[config.mk]
export PLATFORM = sky130hd
export DESIGN_NAME = cpu_ctrl
export DESIGN_NICKNAME = d
export VERILOG_FILES = /design/src/rtl/cpu_ctrl.sv
export SDC_FILE = /design/constraint.sdc
export NUM_CORES = 1
export LEC_CHECK = 0
export CELL_PAD_IN_SITES_DETAIL_PLACEMENT = 0
export CELL_PAD_IN_SITES_GLOBAL_PLACEMENT = 1
export CORE_ASPECT_RATIO = 0.5
export CORE_UTILIZATION = 30
export CTS_BUF_LIST = sky130_fd_sc_hd__clkbuf_2
export DETAILED_ROUTE_END_ITERATION = 10
export GPL_ROUTABILITY_DRIVEN = 0
export HOLD_SLACK_MARGIN = 0.03
export PLACE_DENSITY_LB_ADDON = 0.1
export SETUP_SLACK_MARGIN = 0.15
export SLEW_MARGIN = 20
export SYNTH_ARGS = -nofsm -noshare
export SYNTH_HDL_FRONTEND = slang
export SYNTH_SLANG_ARGS = --single-unit
[constraint.sdc]
create_clock -name clk -period 2.5 [get_ports clk]
set_input_delay 0.25 -clock clk [delete_from_list [all_inputs] [get_ports clk]]
set_output_delay 0.25 -clock clk [all_outputs]
set_load 0.01 [all_outputs]
[src/rtl/cpu_ctrl.sv]
// cpu_ctrl: multi-cycle instruction sequencer (IDLE/FETCH/DECODE/EXEC/WB/HALT).
// Drives fetch/decode/execute/writeback strobes, owns the PC and a saturating
// retired-instruction counter.
// Optional feature: define CPU_CTRL_BRANCH_EN to make opcode 4'hE a
// zero-flag conditional branch; otherwise 4'hE behaves as a NOP.
module cpu_ctrl #(
  parameter int PC_W     = 6,
  parameter int PC_STEP  = 2,
  parameter int RESET_PC = 0
) (
  input  logic            clk,
  input  logic            reset,
  input  logic            run,
  input  logic [31:0]     instr,
  input  logic            imem_valid,
  input  logic            alu_zero,
  output logic [PC_W-1:0] pc,
  output logic            fetch_req,
  output logic            decode_en,
  output logic            alu_en,
  output logic            reg_write,
  output logic            halted,
  output logic [2:0]      state,
  output logic [15:0]     instr_count
);

  typedef enum logic [2:0] {
    S_IDLE   = 3'd0,
    S_FETCH  = 3'd1,
    S_DECODE = 3'd2,
    S_EXEC   = 3'd3,
    S_WB     = 3'd4,
    S_HALT   = 3'd5
  } state_t;

  localparam logic [3:0] OP_NOP  = 4'h0;
  localparam logic [3:0] OP_BZ   = 4'hE;
  localparam logic [3:0] OP_HALT = 4'hF;

  state_t          r_state, w_next;
  logic [31:0]     r_instr;
  logic [PC_W-1:0] r_pc;
  logic [15:0]     r_cnt;
  logic            r_z;

  logic [3:0]      w_op;
  logic            w_is_halt, w_is_alu;
  logic            w_done, w_retire, w_taken;
  logic [PC_W-1:0] w_pc_next;
  logic            w_unused;

  assign w_op      = r_instr[31:28];
  assign w_is_halt = (w_op == OP_HALT);
  assign w_is_alu  = (w_op != OP_HALT) && (w_op != OP_BZ) && (w_op != OP_NOP);

  // An instruction completes when it leaves EXEC (non-ALU) or WB (ALU).
  assign w_done    = ((r_state == S_EXEC) && !w_is_alu) || (r_state == S_WB);
  // HALT also retires, as it leaves DECODE.
  assign w_retire  = w_done || ((r_state == S_DECODE) && w_is_halt);

`ifdef CPU_CTRL_BRANCH_EN
  assign w_taken   = (r_state == S_EXEC) && (w_op == OP_BZ) && r_z;
`else
  assign w_taken   = 1'b0;
`endif

  assign w_pc_next = w_taken ? r_instr[PC_W-1:0] : r_pc + PC_W'(PC_STEP);

  // Bits of the latched word that only matter in some builds.
  assign w_unused  = ^{r_instr, r_z};

  // State register; reset wins over everything.
  always_ff @(posedge clk) begin
    if (reset) r_state <= S_IDLE;
    else       r_state <= w_next;
  end

  // Next-state logic.
  always_comb begin
    w_next = r_state;
    case (r_state)
      S_IDLE:   if (run) w_next = S_FETCH;
      S_FETCH:  if (imem_valid) w_next = S_DECODE;
      S_DECODE: w_next = w_is_halt ? S_HALT : S_EXEC;
      S_EXEC:   if (w_is_alu) w_next = S_WB;
                else          w_next = run ? S_FETCH : S_IDLE;
      S_WB:     w_next = run ? S_FETCH : S_IDLE;
      S_HALT:   w_next = S_HALT;
      default:  w_next = S_IDLE;
    endcase
  end

  // Instruction latch, captured on the accepted fetch.
  always_ff @(posedge clk) begin
    if (reset)                                 r_instr <= '0;
    else if ((r_state == S_FETCH) && imem_valid) r_instr <= instr;
  end

  // Zero flag is sampled while an ALU op is executing.
  always_ff @(posedge clk) begin
    if (reset)                               r_z <= 1'b0;
    else if ((r_state == S_EXEC) && w_is_alu) r_z <= alu_zero;
  end

  // PC advances (or branches) on completion; HALT leaves it frozen.
  always_ff @(posedge clk) begin
    if (reset)       r_pc <= PC_W'(RESET_PC);
    else if (w_done) r_pc <= w_pc_next;
  end

  // Saturating retired-instruction counter.
  always_ff @(posedge clk) begin
    if (reset)                           r_cnt <= '0;
    else if (w_retire && (r_cnt != 16'hFFFF)) r_cnt <= r_cnt + 16'd1;
  end

  assign pc          = r_pc;
  assign state       = r_state;
  assign instr_count = r_cnt;
  assign fetch_req   = (r_state == S_FETCH);
  assign decode_en   = (r_state == S_DECODE);
  assign alu_en      = (r_state == S_EXEC);
  assign reg_write   = (r_state == S_WB);
  assign halted      = (r_state == S_HALT);

endmodule

==> metrics.txt, run 1 <==
# TYPE chip_impl_metric gauge
chip_impl_info{name="outcome",value="completed"} 1
chip_impl_metric{name="clock_insertion_delay_worst_skew",unit="ns"} 0.38
chip_impl_metric{name="post_synth.cell_area_avg",unit="µm²"} 8.279
chip_impl_metric{name="final.hold.worst_slack",unit="ns"} 0.4369
chip_impl_info{name="clock-root-buffer",value="sky130_fd_sc_hd__clkbuf_2"} 1
chip_impl_metric{name="grt_antenna_before_repair",unit=""} 0
chip_impl_metric{name="timing.critical_path.fanout_max",unit=""} 10
chip_impl_info{name="min_delay_worst_endpoint",value="r_instr[30]$_SDFFE_PP0P_"} 1
chip_impl_metric{name="route.met2.wl",unit="µm"} 1530
chip_impl_metric{name="achievable-frequency",unit="MHz"} 462.4
chip_impl_info{name="cp-start-kind",value="flip-flop"} 1
chip_impl_metric{name="sequential_share_of_the_synthesized_area",unit="%"} 38.69
chip_impl_metric{name="post_drt_via_cell_ratio",unit=""} 5.054
chip_impl_metric{name="ctsHoldBuffers",unit=""} 0
chip_impl_info{name="crit_slowest_cell",value="sky130_fd_sc_hd__clkdlybuf4s50_1"} 1
chip_impl_metric{name="avgRoutedWirePerCell",unit="µm"} 12.83
chip_impl_metric{name="top_level_ports",unit=""} 67
chip_impl_metric{name="sum_of_net_half_perimeters_after_detailed_placement",unit="µm"} 2556
chip_impl_metric{name="total_clock_sinks",unit=""} 28
chip_impl_metric{name="cts_htree_levels",unit=""} 1
chip_impl_metric{name="cp.required",unit="ns"} 2.25
chip_impl_metric{name="finClkSkew",unit="ns"} 0.008623
chip_impl_metric{name="initial_standard_cell_utilization_of_the_core",unit="%"} 32.13
chip_impl_metric{name="max-vdd-ir-drop",unit="V"} 0.0002054
chip_impl_metric{name="r2r_cells",unit=""} 5
chip_impl_metric{name="max_slew.worst_pin.slew",unit="ns"} 0.6436
chip_impl_metric{name="seq_cells_post_synth",unit=""} 28
chip_impl_info{name="timing.critical_path.cells",value="nor3b_1 > buf_4 > clkdlybuf4s50_1"} 1
chip_impl_info{name="top_signal_layer_used",value="met4"} 1
chip_impl_metric{name="first_global_vias",unit=""} 1223
chip_impl_metric{name="fp.dieH",unit="µm"} 51.14
chip_impl_info{name="layout_common_cells",value="sky130_fd_sc_hd__clkdlybuf4s50_1 (36), sky130_fd_sc_hd__dfxtp_1 (26), sky130_fd_sc_hd__a21oi_1 (23)"} 1
chip_impl_metric{name="drt.antenna.violating_nets",unit=""} 0
chip_impl_metric{name="post-route-min-period",unit="ns"} 2.163
chip_impl_metric{name="worst_ep_arrival_time",unit="ns"} 1.91
chip_impl_metric{name="met3_length",unit="µm"} 163
chip_impl_metric{name="dp.cells",unit=""} 272
chip_impl_metric{name="overflow",unit=""} 0
chip_impl_info{name="hold_path_class",value="in -> reg"} 1
chip_impl_metric{name="core.rowCount",unit=""} 17
chip_impl_metric{name="cts_buffers",unit=""} 3
chip_impl_metric{name="die-area",unit="mm²"} 0.005128
chip_impl_metric{name="grt_pass1_wl",unit="µm"} 5913
chip_impl_info{name="synth_top_flop_cell",value="sky130_fd_sc_hd__dfxtp_1"} 1
chip_impl_metric{name="ys_warn_count",unit=""} 0
chip_impl_metric{name="finish.cell_count_without_fillers",unit=""} 276
chip_impl_metric{name="synthesis.nets",unit=""} 214
chip_impl_metric{name="totalWireLength",unit="µm"} 3541
chip_impl_metric{name="maxCapViolations",unit=""} 0
chip_impl_info{name="final_common_cell",value="sky130_fd_sc_hd__clkdlybuf4s50_1"} 1
chip_impl_metric{name="total_number_of_vias",unit=""} 1395
chip_impl_metric{name="drt_pass_1_iters",unit=""} 4
chip_impl_metric{name="worst_slew_slack_as_a_fraction_of_its_limit",unit="%"} 57.05
chip_impl_metric{name="fillCellCount",unit=""} 489
chip_impl_info{name="tritoncts",value="done"} 1
chip_impl_info{name="min-delay-start",value="instr[30]"} 1
chip_impl_metric{name="layout-area-overhead-vs-synth",unit="%"} 33.51
chip_impl_metric{name="report.final.slew_viol_count",unit=""} 0
chip_impl_metric{name="grt_start_max_net_pins",unit=""} 19
chip_impl_metric{name="cts_resizes",unit=""} 0
chip_impl_metric{name="ys_types",unit=""} 40
chip_impl_metric{name="setup-violations-final",unit=""} 0
chip_impl_metric{name="syn-instance-count",unit=""} 175
chip_impl_metric{name="final_min_period_over_clock_period",unit="%"} 86.51
chip_impl_info{name="rsz_0062_raised_after_global_routing",value="no"} 1
chip_impl_info{name="timing.critical_path.to_type",value="primary output"} 1
chip_impl_metric{name="drive_above_1_share",unit="%"} 9.048
chip_impl_metric{name="io_buffer_count",unit=""} 36
chip_impl_metric{name="antenna_cells_inserted",unit=""} 0
chip_impl_metric{name="number_of_enable_flip_flop_cells_after_synthesis",unit=""} 0
chip_impl_metric{name="setup.reg_to_reg.worst_slack",unit="ns"} 0.36
chip_impl_metric{name="critPathMaxStageDelay",unit="ns"} 0.52
chip_impl_info{name="timing_worst_setup_path_type",value="reg -> out"} 1
chip_impl_metric{name="seq_area",unit="µm²"} 563.0
chip_impl_metric{name="multi_input_logic_area",unit="µm²"} 830.8
chip_impl_metric{name="cts.clk_slew.worst_paths",unit="ns"} 0.28
chip_impl_metric{name="syn_area",unit="mm²"} 0.001449
chip_impl_metric{name="wl_on_met1",unit="µm"} 1831
chip_impl_metric{name="layout.nets",unit=""} 250
chip_impl_metric{name="die_width",unit="µm"} 100.3
chip_impl_metric{name="ratio_of_total_power_to_cell_area",unit="mW/mm²"} 431.9
chip_impl_metric{name="worst_hold_path.num_cells",unit=""} 3
chip_impl_metric{name="hold_viol",unit=""} 0
chip_impl_metric{name="core",unit="mm²"} 0.004509
chip_impl_info{name="rr_startpoint",value="r_instr[31]$_SDFFE_PP0P_"} 1
chip_impl_metric{name="post-cts-setup-buffers",unit=""} 0
chip_impl_metric{name="power.static_leakage",unit="nW"} 0.6329
chip_impl_info{name="rr_endpoint",value="instr_count[11]$_SDFFE_PP0P_"} 1
chip_impl_metric{name="grt_usage",unit="%"} 14.73
chip_impl_metric{name="timing.setup.tns",unit="ns"} 0
chip_impl_metric{name="async_reset_ff_share",unit="%"} 0
chip_impl_metric{name="detail_route.iter0.violations",unit=""} 55
chip_impl_metric{name="cts_buffer_depth",unit=""} 2
chip_impl_metric{name="drcViolationCount",unit=""} 0
## cell type report
| class | instances | share of cell area, % |
|---|---|---|
| inverters | 2 | 0.3881 |
| multi-input cells | 134 | 42.95 |
| well taps | 66 | 4.269 |
| flip-flops and latches | 28 | 29.11 |
| repair buffers | 42 | 20.96 |
| clock inverters | 1 | 1.552 |
| clock buffers | 3 | 0.7762 |
## how the worst max path moves through the flow
stage | start | end | slack, ns | cells after the start
2_1_floorplan | state[1]$_SDFFE_PP0P_ | instr_count[5]$_SDFFE_PP0P_ | 0.45 | 7
3_3_place_gp | r_instr[31]$_SDFFE_PP0P_ | instr_count[11]$_SDFFE_PP0P_ | 0.43 | 5
3_5_place_dp | r_instr[31]$_SDFFE_PP0P_ | instr_count[7]$_SDFFE_PP0P_ | 0.40 | 5
4_1_cts | state[0]$_SDFFE_PP0P_ | fetch_req | 0.25 | 3
5_1_grt | state[0]$_SDFFE_PP0P_ | fetch_req | 0.17 | 3
6_report | state[1]$_SDFFE_PP0P_ | decode_en | 0.34 | 3
## per-layer routing
layer,global-route usage (%),vias to the layer above
li1,-,715
met1,19.88,642
met2,23.86,36
met3,4.241,2
met4,2.174,0
met5,0,-
## where the power goes
group	internal (W)	switching [W]
registers	0.000457	0.0000122
clock network	0.000137	0.000142
logic	0.0000458	0.0000414
total	0.000640	0.000196
## sequential cells by signal, indices dropped and copies added (netlist names)
name and count:
instr_count 16, state 3, r_instr 4, pc 5
## cells in the mapped netlist, types with 2 or more instances
cell	n	share of area [%]
sky130_fd_sc_hd__a21oi_1	23	7.9
sky130_fd_sc_hd__and2_1	4	1.7
sky130_fd_sc_hd__and3_1	2	0.86
sky130_fd_sc_hd__and4_1	2	1.2
sky130_fd_sc_hd__buf_2	4	1.4
sky130_fd_sc_hd__clkbuf_1	6	1.6
sky130_fd_sc_hd__dfxtp_1	28	39
sky130_fd_sc_hd__ha_1	2	1.7
sky130_fd_sc_hd__inv_1	2	0.52
sky130_fd_sc_hd__mux2i_1	4	2.8
sky130_fd_sc_hd__nand2_1	8	2.1
sky130_fd_sc_hd__nand2b_1	2	0.86
sky130_fd_sc_hd__nand3_1	10	3.5
sky130_fd_sc_hd__nand4_1	4	1.7
sky130_fd_sc_hd__nor2_1	15	3.9
sky130_fd_sc_hd__nor2b_1	2	0.86
sky130_fd_sc_hd__o21ai_0	13	4.5
sky130_fd_sc_hd__o31ai_1	8	4.1
sky130_fd_sc_hd__or3_1	7	3.0
sky130_fd_sc_hd__or4_1	7	3.6
sky130_fd_sc_hd__xor2_1	3	1.8
## stage by stage
stage	instance area [µm²]	setup slack [ns]	utilization (%)	power (W)
after floorplan	1449	0.4509	-	0.0005269
after global placement	1887	0.4281	41.84	0.0005634
after detailed placement	1887	0.3999	41.84	0.0005638
after CTS	1932	0.2488	42.84	0.0008440
after global routing	1934	0.1745	42.90	0.0008742
final	1934	0.3374	42.90	0.0008354
## cells by family (layout without fill, tap and decap cells)
logic type,after synthesis,after routing,synth area share (%)
AOI/OAI and AO/OA,50,50,21.16
DFF,28,28,38.69
other,1,1,0.2588
buffers and inverters,13,48,3.973
xor gates and xnor gates,3,3,1.814
muxes,5,5,3.541
adders and majority gates,2,2,1.727
and+or+nand+nor,73,73,28.84
## worst max-delay path: cells and delay by family, from the launching register on
| kind | cells | cell delay, ns |
|---|---|---|
| AND/OR/NAND/NOR | 1 | 0.35 |
| buffers and inverters | 2 | 0.70 |
| flip-flops | 1 | 0.48 |
Power figures use the tool's default switching activity.
==> run 2: changes to the inputs <==
--- a/config.mk
+++ b/config.mk
@@ -9,7 +9,7 @@
 export CELL_PAD_IN_SITES_GLOBAL_PLACEMENT = 1
 export CORE_ASPECT_RATIO = 0.5
 export CORE_UTILIZATION = 30
-export CTS_BUF_LIST = sky130_fd_sc_hd__clkbuf_2
+export CTS_BUF_LIST = sky130_fd_sc_hd__clkbuf_8
 export DETAILED_ROUTE_END_ITERATION = 10
 export GPL_ROUTABILITY_DRIVEN = 0
 export HOLD_SLACK_MARGIN = 0.03
==> run 2 against run 1 <==
  * Maximum frequency grew 2.6%
  * Highest routed layer unchanged
  * Count of clock-buffer cells in the layout is the same
  * Combinational power barely moved
  * Critical endpoint is now instr_count[11]$_SDFFE_PP0P_
==> metrics.txt, run 2 (synthesis gave the netlist of run 1 again) <==
# TYPE chip_impl_metric gauge
chip_impl_info{name="outcome",value="completed"} 1
chip_impl_metric{name="cts_buffers",unit=""} 3
chip_impl_info{name="timing.critical_path.to_type",value="flip-flop"} 1
chip_impl_metric{name="grt_start_max_net_pins",unit=""} 19
chip_impl_metric{name="timing.setup.tns",unit="ns"} 0
chip_impl_metric{name="drive_above_1_share",unit="%"} 8.095
chip_impl_metric{name="overflow",unit=""} 0
chip_impl_metric{name="drt_pass_1_iters",unit=""} 4
chip_impl_metric{name="drcViolationCount",unit=""} 0
chip_impl_metric{name="grt_usage",unit="%"} 15.00
chip_impl_metric{name="ratio_of_total_power_to_cell_area",unit="mW/mm²"} 467.3
chip_impl_info{name="final_common_cell",value="sky130_fd_sc_hd__clkdlybuf4s50_1"} 1
chip_impl_metric{name="power.static_leakage",unit="nW"} 0.6413
chip_impl_metric{name="die_width",unit="µm"} 100.3
chip_impl_metric{name="avgRoutedWirePerCell",unit="µm"} 12.88
chip_impl_metric{name="finalCoreUtilization",unit="%"} 43.42
chip_impl_metric{name="setup.reg_to_reg.worst_slack",unit="ns"} 0.39
chip_impl_metric{name="detail_route.iter0.violations",unit=""} 65
chip_impl_metric{name="fp.dieH",unit="µm"} 51.14
chip_impl_info{name="timing_worst_setup_path_type",value="reg -> reg"} 1
chip_impl_metric{name="worst_ep_arrival_time",unit="ns"} 2.32
chip_impl_info{name="cp-start-kind",value="flip-flop"} 1
chip_impl_metric{name="cts.clk_slew.worst_paths",unit="ns"} 0.10
chip_impl_info{name="hold_path_class",value="reg -> reg"} 1
chip_impl_info{name="rr_startpoint",value="r_instr[31]$_SDFFE_PP0P_"} 1
chip_impl_metric{name="layout.nets",unit=""} 250
chip_impl_metric{name="first_global_vias",unit=""} 1226
chip_impl_metric{name="max-vdd-ir-drop",unit="V"} 0.0002086
chip_impl_metric{name="dp_slack",unit="ns"} 0.3999
chip_impl_metric{name="timing.critical_path.fanout_max",unit=""} 18
chip_impl_metric{name="io_buffer_count",unit=""} 36
chip_impl_metric{name="core.rowCount",unit=""} 17
chip_impl_metric{name="worst_slew_slack_as_a_fraction_of_its_limit",unit="%"} 57.94
chip_impl_metric{name="core",unit="mm²"} 0.004509
chip_impl_metric{name="timing.final.ws_setup",unit="ns"} 0.3924
chip_impl_metric{name="report.final.slew_viol_count",unit=""} 0
chip_impl_metric{name="power.total",unit="W"} 0.0009151
chip_impl_info{name="layout_common_cells",value="sky130_fd_sc_hd__clkdlybuf4s50_1 (36), sky130_fd_sc_hd__dfxtp_1 (28), sky130_fd_sc_hd__a21oi_1 (23)"} 1
chip_impl_metric{name="largest_register_ffs",unit=""} 16
chip_impl_metric{name="post_drt_via_cell_ratio",unit=""} 5.047
chip_impl_metric{name="initial_standard_cell_utilization_of_the_core",unit="%"} 32.13
chip_impl_metric{name="cts_htree_levels",unit=""} 1
chip_impl_info{name="crit_end",value="instr_count[11]$_SDFFE_PP0P_"} 1
chip_impl_metric{name="grt_antenna_before_repair",unit=""} 0
chip_impl_metric{name="ctsHoldBuffers",unit=""} 0
chip_impl_metric{name="cts_buffer_depth",unit=""} 2
chip_impl_info{name="rr_endpoint",value="instr_count[11]$_SDFFE_PP0P_"} 1
chip_impl_info{name="tritoncts",value="done"} 1
chip_impl_metric{name="max_slew.worst_pin.slew",unit="ns"} 0.6302
chip_impl_metric{name="sum_of_net_half_perimeters_after_detailed_placement",unit="µm"} 2556
chip_impl_info{name="crit_start",value="r_instr[31]$_SDFFE_PP0P_"} 1
chip_impl_metric{name="layout-area-overhead-vs-synth",unit="%"} 35.15
chip_impl_metric{name="achievable-frequency",unit="MHz"} 474.5
chip_impl_metric{name="setup-violations-final",unit=""} 0
chip_impl_metric{name="post-route-min-period",unit="ns"} 2.108
chip_impl_metric{name="fillCellCount",unit=""} 483
chip_impl_metric{name="totalWireLength",unit="µm"} 3554
chip_impl_metric{name="r2r_cells",unit=""} 5
chip_impl_metric{name="total_number_of_vias",unit=""} 1393
chip_impl_info{name="clock-root-buffer",value="sky130_fd_sc_hd__clkbuf_8"} 1
chip_impl_metric{name="post-cts-setup-buffers",unit=""} 0
chip_impl_metric{name="cts_resizes",unit=""} 0
chip_impl_metric{name="top_level_ports",unit=""} 67
chip_impl_metric{name="final_min_period_over_clock_period",unit="%"} 84.30
chip_impl_metric{name="antenna_cells_inserted",unit=""} 0
chip_impl_metric{name="drt.antenna.violating_nets",unit=""} 0
chip_impl_info{name="rsz_0062_raised_after_global_routing",value="no"} 1
chip_impl_metric{name="cp.required",unit="ns"} 2.71
chip_impl_metric{name="hold_viol",unit=""} 0
chip_impl_metric{name="die-area",unit="mm²"} 0.005128
chip_impl_metric{name="maxCapViolations",unit=""} 0
chip_impl_metric{name="clock_insertion_delay_worst_skew",unit="ns"} 0.28
chip_impl_metric{name="finClkSkew",unit="ns"} 0.005325
chip_impl_metric{name="grt_pass1_wl",unit="µm"} 5961
chip_impl_metric{name="total_clock_sinks",unit=""} 28
[run 2: where the power goes]
| group | internal (W) | leakage, nW | switching (W) |
|---|---|---|---|
| logic | 0.0000457 | 0.379 | 0.0000414 |
| clock network | 0.000215 | 0.0357 | 0.000148 |
| registers | 0.000453 | 0.226 | 0.0000123 |
[run 2: layout make-up]
type	count	area, µm²	area share [%]
Tap cell	66	82.58	4.217
Inverter	2	7.507	0.3834
Timing Repair Buffer	42	405.4	20.70
Multi-Input combinational cell	134	830.8	42.43
Clock inverter	1	30.03	1.534
Clock buffer	3	41.29	2.109
Sequential cell	28	560.5	28.63
[run 2: layer usage]
layer	track usage (%)	vias up	wire, µm
met5	0	-	0
met4	3.623	0	23
met2	23.74	30	1522
met1	20.22	646	1857
li1	-	715	-
met3	4.241	2	150
[run 2: critical path, cell delays in order, from the launching register on]
cell,delay (ns)
sky130_fd_sc_hd__dfxtp_1,0.35
sky130_fd_sc_hd__or4_4,0.57
sky130_fd_sc_hd__a21boi_4,0.25
sky130_fd_sc_hd__nor2_2,0.19
sky130_fd_sc_hd__or4_1,0.52
sky130_fd_sc_hd__a21oi_1,0.15
[run 2: worst min path at each step]
| stage | to | cells after the start | slack (ns) | from |
|---|---|---|---|---|
| floorplan | r_instr[28]$_SDFFE_PP0P_ | 2 | 0.40 | instr[28] |
| global placement | instr_count[9]$_SDFFE_PP0P_ | 2 | 0.48 | instr_count[9]$_SDFFE_PP0P_ |
| detailed placement | instr_count[9]$_SDFFE_PP0P_ | 2 | 0.49 | instr_count[9]$_SDFFE_PP0P_ |
| CTS | pc[2]$_SDFFE_PP0P_ | 2 | 0.50 | pc[2]$_SDFFE_PP0P_ |
| global route | instr_count[11]$_SDFFE_PP0P_ | 2 | 0.53 | instr_count[11]$_SDFFE_PP0P_ |
| finish | pc[2]$_SDFFE_PP0P_ | 2 | 0.50 | pc[2]$_SDFFE_PP0P_ |
[run 2: metrics by stage]
step / hold slack, ns / cells / cell area (µm²)
floorplan: 0.3972 / 175 / 1449
global placement: 0.4771 / 272 / 1887
detailed placement: 0.4886 / 272 / 1887
CTS: 0.5030 / 276 / 1958
global route: 0.5305 / 276 / 1958
finish: 0.5023 / 276 / 1958
==> run 3: changes to the inputs <==
--- a/config.mk
+++ b/config.mk
@@ -8,7 +8,7 @@
 export CELL_PAD_IN_SITES_DETAIL_PLACEMENT = 0
 export CELL_PAD_IN_SITES_GLOBAL_PLACEMENT = 1
 export CORE_ASPECT_RATIO = 0.5
-export CORE_UTILIZATION = 30
+export CORE_UTILIZATION = 27
 export CTS_BUF_LIST = sky130_fd_sc_hd__clkbuf_8
 export DETAILED_ROUTE_END_ITERATION = 10
 export GPL_ROUTABILITY_DRIVEN = 0
==> constraint.sdc (replaced) <==
create_clock -name clk -period 1.9 [get_ports clk]
set_input_delay 0.19 -clock clk [delete_from_list [all_inputs] [get_ports clk]]
set_output_delay 0.19 -clock clk [all_outputs]
set_load 0.01 [all_outputs]
==> run 3 against run 2 <==
  * The run now ends with setup timing left
  * Global-route usage decreased by 1.3 points
  * Wire length increased by 12%
  * Sequential power increased by 31%
  * Sequential cell count unchanged
  * Via count increased by 6.2%
  * Clock skew decreased by 0.0020 ns
  * Die area increased by 11%
  * Register-to-register slack got worse by 0.42 ns
  * Setup slack got worse by 0.42 ns
  * Combinational power increased by 77%
  * Count of clock-buffer cells in the layout unchanged
  * Maximum frequency increased by 9.4%
==> metrics.txt, run 3 (synthesis gave the netlist of run 1 again) <==
# TYPE chip_impl_metric gauge
chip_impl_metric{name="worst_ep_arrival_time",unit="ns"} 2.15
chip_impl_metric{name="post-route-min-period",unit="ns"} 1.926
chip_impl_metric{name="ratio_of_total_power_to_cell_area",unit="mW/mm²"} 547.3
chip_impl_metric{name="totalWireLength",unit="µm"} 3968
chip_impl_metric{name="core",unit="mm²"} 0.005045
chip_impl_metric{name="fillCellCount",unit=""} 535
chip_impl_metric{name="cts_htree_levels",unit=""} 1
chip_impl_info{name="crit_path_max_delay_family",value="simple AND/OR/NAND/NOR gates"} 1
chip_impl_metric{name="overflow",unit=""} 0
chip_impl_metric{name="power.static_leakage",unit="nW"} 0.8125
chip_impl_info{name="tritoncts",value="done"} 1
chip_impl_metric{name="largest_register_ffs",unit=""} 16
chip_impl_metric{name="core.rowCount",unit=""} 18
chip_impl_metric{name="cts_buffer_depth",unit=""} 2
chip_impl_metric{name="postPlaceCellArea",unit="mm²"} 0.002068
chip_impl_metric{name="grt_start_max_net_pins",unit=""} 18
chip_impl_metric{name="drt_pass_1_iters",unit=""} 4
chip_impl_metric{name="seq_area",unit="µm²"} 570.5
chip_impl_metric{name="first_global_vias",unit=""} 1313
chip_impl_metric{name="multi_input_logic_area",unit="µm²"} 934.6
chip_impl_metric{name="achievable-frequency",unit="MHz"} 519.1
chip_impl_info{name="violations",value="setup timing"} 1
chip_impl_metric{name="detail_route.iter0.violations",unit=""} 33
chip_impl_info{name="hold_path_class",value="reg -> reg"} 1
chip_impl_info{name="timing_worst_setup_path_type",value="reg -> reg"} 1
chip_impl_metric{name="die-area",unit="mm²"} 0.005681
chip_impl_metric{name="final.hold.worst_slack",unit="ns"} 0.5011
chip_impl_metric{name="post_drt_via_cell_ratio",unit=""} 4.865
chip_impl_metric{name="drt.antenna.violating_nets",unit=""} 0
chip_impl_metric{name="die_width",unit="µm"} 105.6
chip_impl_metric{name="drcViolationCount",unit=""} 0
chip_impl_metric{name="setup-violations-final",unit=""} 2
chip_impl_metric{name="sum_of_net_half_perimeters_after_detailed_placement",unit="µm"} 2775
chip_impl_metric{name="layout.nets",unit=""} 274
chip_impl_metric{name="total_clock_sinks",unit=""} 28
chip_impl_metric{name="drive_above_1_share",unit="%"} 25.64
chip_impl_metric{name="total_number_of_vias",unit=""} 1479
chip_impl_metric{name="worst_hold_path.num_cells",unit=""} 2
chip_impl_metric{name="timing.final.ws_setup",unit="ns"} -0.02644
chip_impl_metric{name="grt_antenna_before_repair",unit=""} 0
chip_impl_metric{name="cp.required",unit="ns"} 2.12
chip_impl_metric{name="setup.reg_to_reg.worst_slack",unit="ns"} -0.03
chip_impl_info{name="cp-start-kind",value="flip-flop"} 1
chip_impl_metric{name="finClkSkew",unit="ns"} 0.003303
chip_impl_info{name="rr_startpoint",value="r_instr[29]$_SDFFE_PP0P_"} 1
chip_impl_metric{name="fp.dieH",unit="µm"} 53.80
chip_impl_metric{name="avgRoutedWirePerCell",unit="µm"} 13.05
chip_impl_info{name="crit_path_frequent_cell",value="sky130_fd_sc_hd__or4_4"} 1
chip_impl_metric{name="finalInstanceArea",unit="mm²"} 0.002261
chip_impl_info{name="min_delay_worst_endpoint",value="pc[2]$_SDFFE_PP0P_"} 1
chip_impl_metric{name="grt_usage",unit="%"} 13.73
chip_impl_metric{name="initial_standard_cell_utilization_of_the_core",unit="%"} 28.72
chip_impl_metric{name="cp.buffers_inverters",unit=""} 1
chip_impl_metric{name="layout-area-overhead-vs-synth",unit="%"} 56.04
chip_impl_metric{name="grt_pass1_wl",unit="µm"} 6065
chip_impl_metric{name="max-vdd-ir-drop",unit="V"} 0.0003053
chip_impl_metric{name="finalCoreUtilization",unit="%"} 44.82
chip_impl_info{name="min-delay-start",value="pc[2]$_SDFFE_PP0P_"} 1
chip_impl_metric{name="io_buffer_count",unit=""} 36
chip_impl_info{name="final_common_cell",value="sky130_fd_sc_hd__clkdlybuf4s50_1"} 1
chip_impl_metric{name="report.final.slew_viol_count",unit=""} 0
chip_impl_info{name="rr_endpoint",value="instr_count[14]$_SDFFE_PP0P_"} 1
chip_impl_metric{name="r2r_cells",unit=""} 6
chip_impl_info{name="crit_slowest_cell",value="sky130_fd_sc_hd__or4_4"} 1
chip_impl_info{name="timing.critical_path.to_type",value="flip-flop"} 1
chip_impl_info{name="clock-root-buffer",value="sky130_fd_sc_hd__clkbuf_8"} 1
chip_impl_metric{name="top_level_ports",unit=""} 67
chip_impl_metric{name="crit_cells",unit=""} 6
chip_impl_metric{name="critPathMaxStageDelay",unit="ns"} 0.55
chip_impl_metric{name="cts.clk_slew.worst_paths",unit="ns"} 0.10
chip_impl_info{name="timing.critical_path.cells",value="or4_4 > a21boi_4 > buf_12 > o21bai_4 > or4_4 > a21oi_2"} 1
chip_impl_info{name="layout_common_cells",value="sky130_fd_sc_hd__clkdlybuf4s50_1 (32), sky130_fd_sc_hd__buf_4 (26), sky130_fd_sc_hd__a21oi_1 (22), sky130_fd_sc_hd__dfxtp_1 (22), sky130_fd_sc_hd__nor2_1 (14)"} 1
chip_impl_metric{name="maxCapViolations",unit=""} 0
chip_impl_metric{name="final_min_period_over_clock_period",unit="%"} 101.4
chip_impl_metric{name="antenna_cells_inserted",unit=""} 0
chip_impl_info{name="rsz_0062_raised_after_global_routing",value="yes"} 1
chip_impl_metric{name="clock_insertion_delay_worst_skew",unit="ns"} 0.27
chip_impl_metric{name="cts_buffers",unit=""} 3
chip_impl_metric{name="timing.critical_path.fanout_max",unit=""} 6
chip_impl_metric{name="hold_viol",unit=""} 0
chip_impl_info{name="outcome",value="finished with violations"} 1
run 3: changes by cell type in the layout (fill, tap and decap cells not counted), sizes merged:
cell,previous run,this run
nor2,16,18
clkdlybuf4s50,36,32
buf,6,28
dlygate4sd2,0,3
dlymetal6s2s,0,1
run 3: metrics by stage:
step / cells / setup slack, ns / total power [W] / TNS [ns]
3_3_place_gp: 294 / 0.01121 / 0.0007695 / 0
4_1_cts: 299 / -0.02694 / 0.001252 / -0.04876
2_1_floorplan: 175 / 0.02129 / 0.0007014 / 0
5_1_grt: 304 / -0.07421 / 0.001305 / -0.3793
3_5_place_dp: 294 / -0.01743 / 0.0007709 / -0.02284
6_report: 304 / -0.02644 / 0.001237 / -0.02915
run 3: worst register-to-register path: stages (launching register included):
cell                       delay, ns
sky130_fd_sc_hd__dfxtp_2        0.33
sky130_fd_sc_hd__or4_4          0.55
sky130_fd_sc_hd__a21boi_4       0.17
sky130_fd_sc_hd__buf_12         0.14
sky130_fd_sc_hd__o21bai_4       0.08
sky130_fd_sc_hd__or4_4          0.49
sky130_fd_sc_hd__a21oi_2        0.12
run 3: metal layers:
layer | GRT usage [%] | share of wire (%) | wire, µm
met5 | 0 | 0 | 0
met4 | 1.389 | 0.25 | 10
met3 | 4.116 | 3.5 | 137
met2 | 23.46 | 46 | 1811
met1 | 18.02 | 51 | 2009
run 3: repair_timing:
action	in CTS	in global routing
endpoints found under the setup margin	24	22
pin swaps	5	7
gates resized for setup	10	15
setup buffers	1	3
hold buffers	0	0
cloned	0	2
run 3: worst max-delay path by stage:
stage                     slack (ns)                startpoint                           end
after floorplan                 0.02  r_instr[29]$_SDFFE_PP0P_  instr_count[14]$_SDFFE_PP0P_
after CTS                      -0.03  r_instr[29]$_SDFFE_PP0P_  instr_count[14]$_SDFFE_PP0P_
after global routing           -0.07  r_instr[29]$_SDFFE_PP0P_  instr_count[14]$_SDFFE_PP0P_
final                          -0.03  r_instr[29]$_SDFFE_PP0P_  instr_count[14]$_SDFFE_PP0P_
after global placement          0.01  r_instr[29]$_SDFFE_PP0P_  instr_count[14]$_SDFFE_PP0P_
after detailed placement       -0.02  r_instr[29]$_SDFFE_PP0P_  instr_count[14]$_SDFFE_PP0P_
run 3: area by class of cell:
class,count,area share (%)
Clock buffer,3,1.826
Clock inverter,1,1.328
Inverter,2,0.3320
Multi-Input combinational cell,136,41.34
Sequential cell,28,25.24
Tap cell,70,3.874
Timing Repair Buffer,64,26.07
run 3: where the power goes:
group	switching, W	leakage (nW)	internal [W]
clock	0.000190	0.0357	0.000282
sequential	0.0000130	0.229	0.000598
combinational	0.0000695	0.548	0.0000846
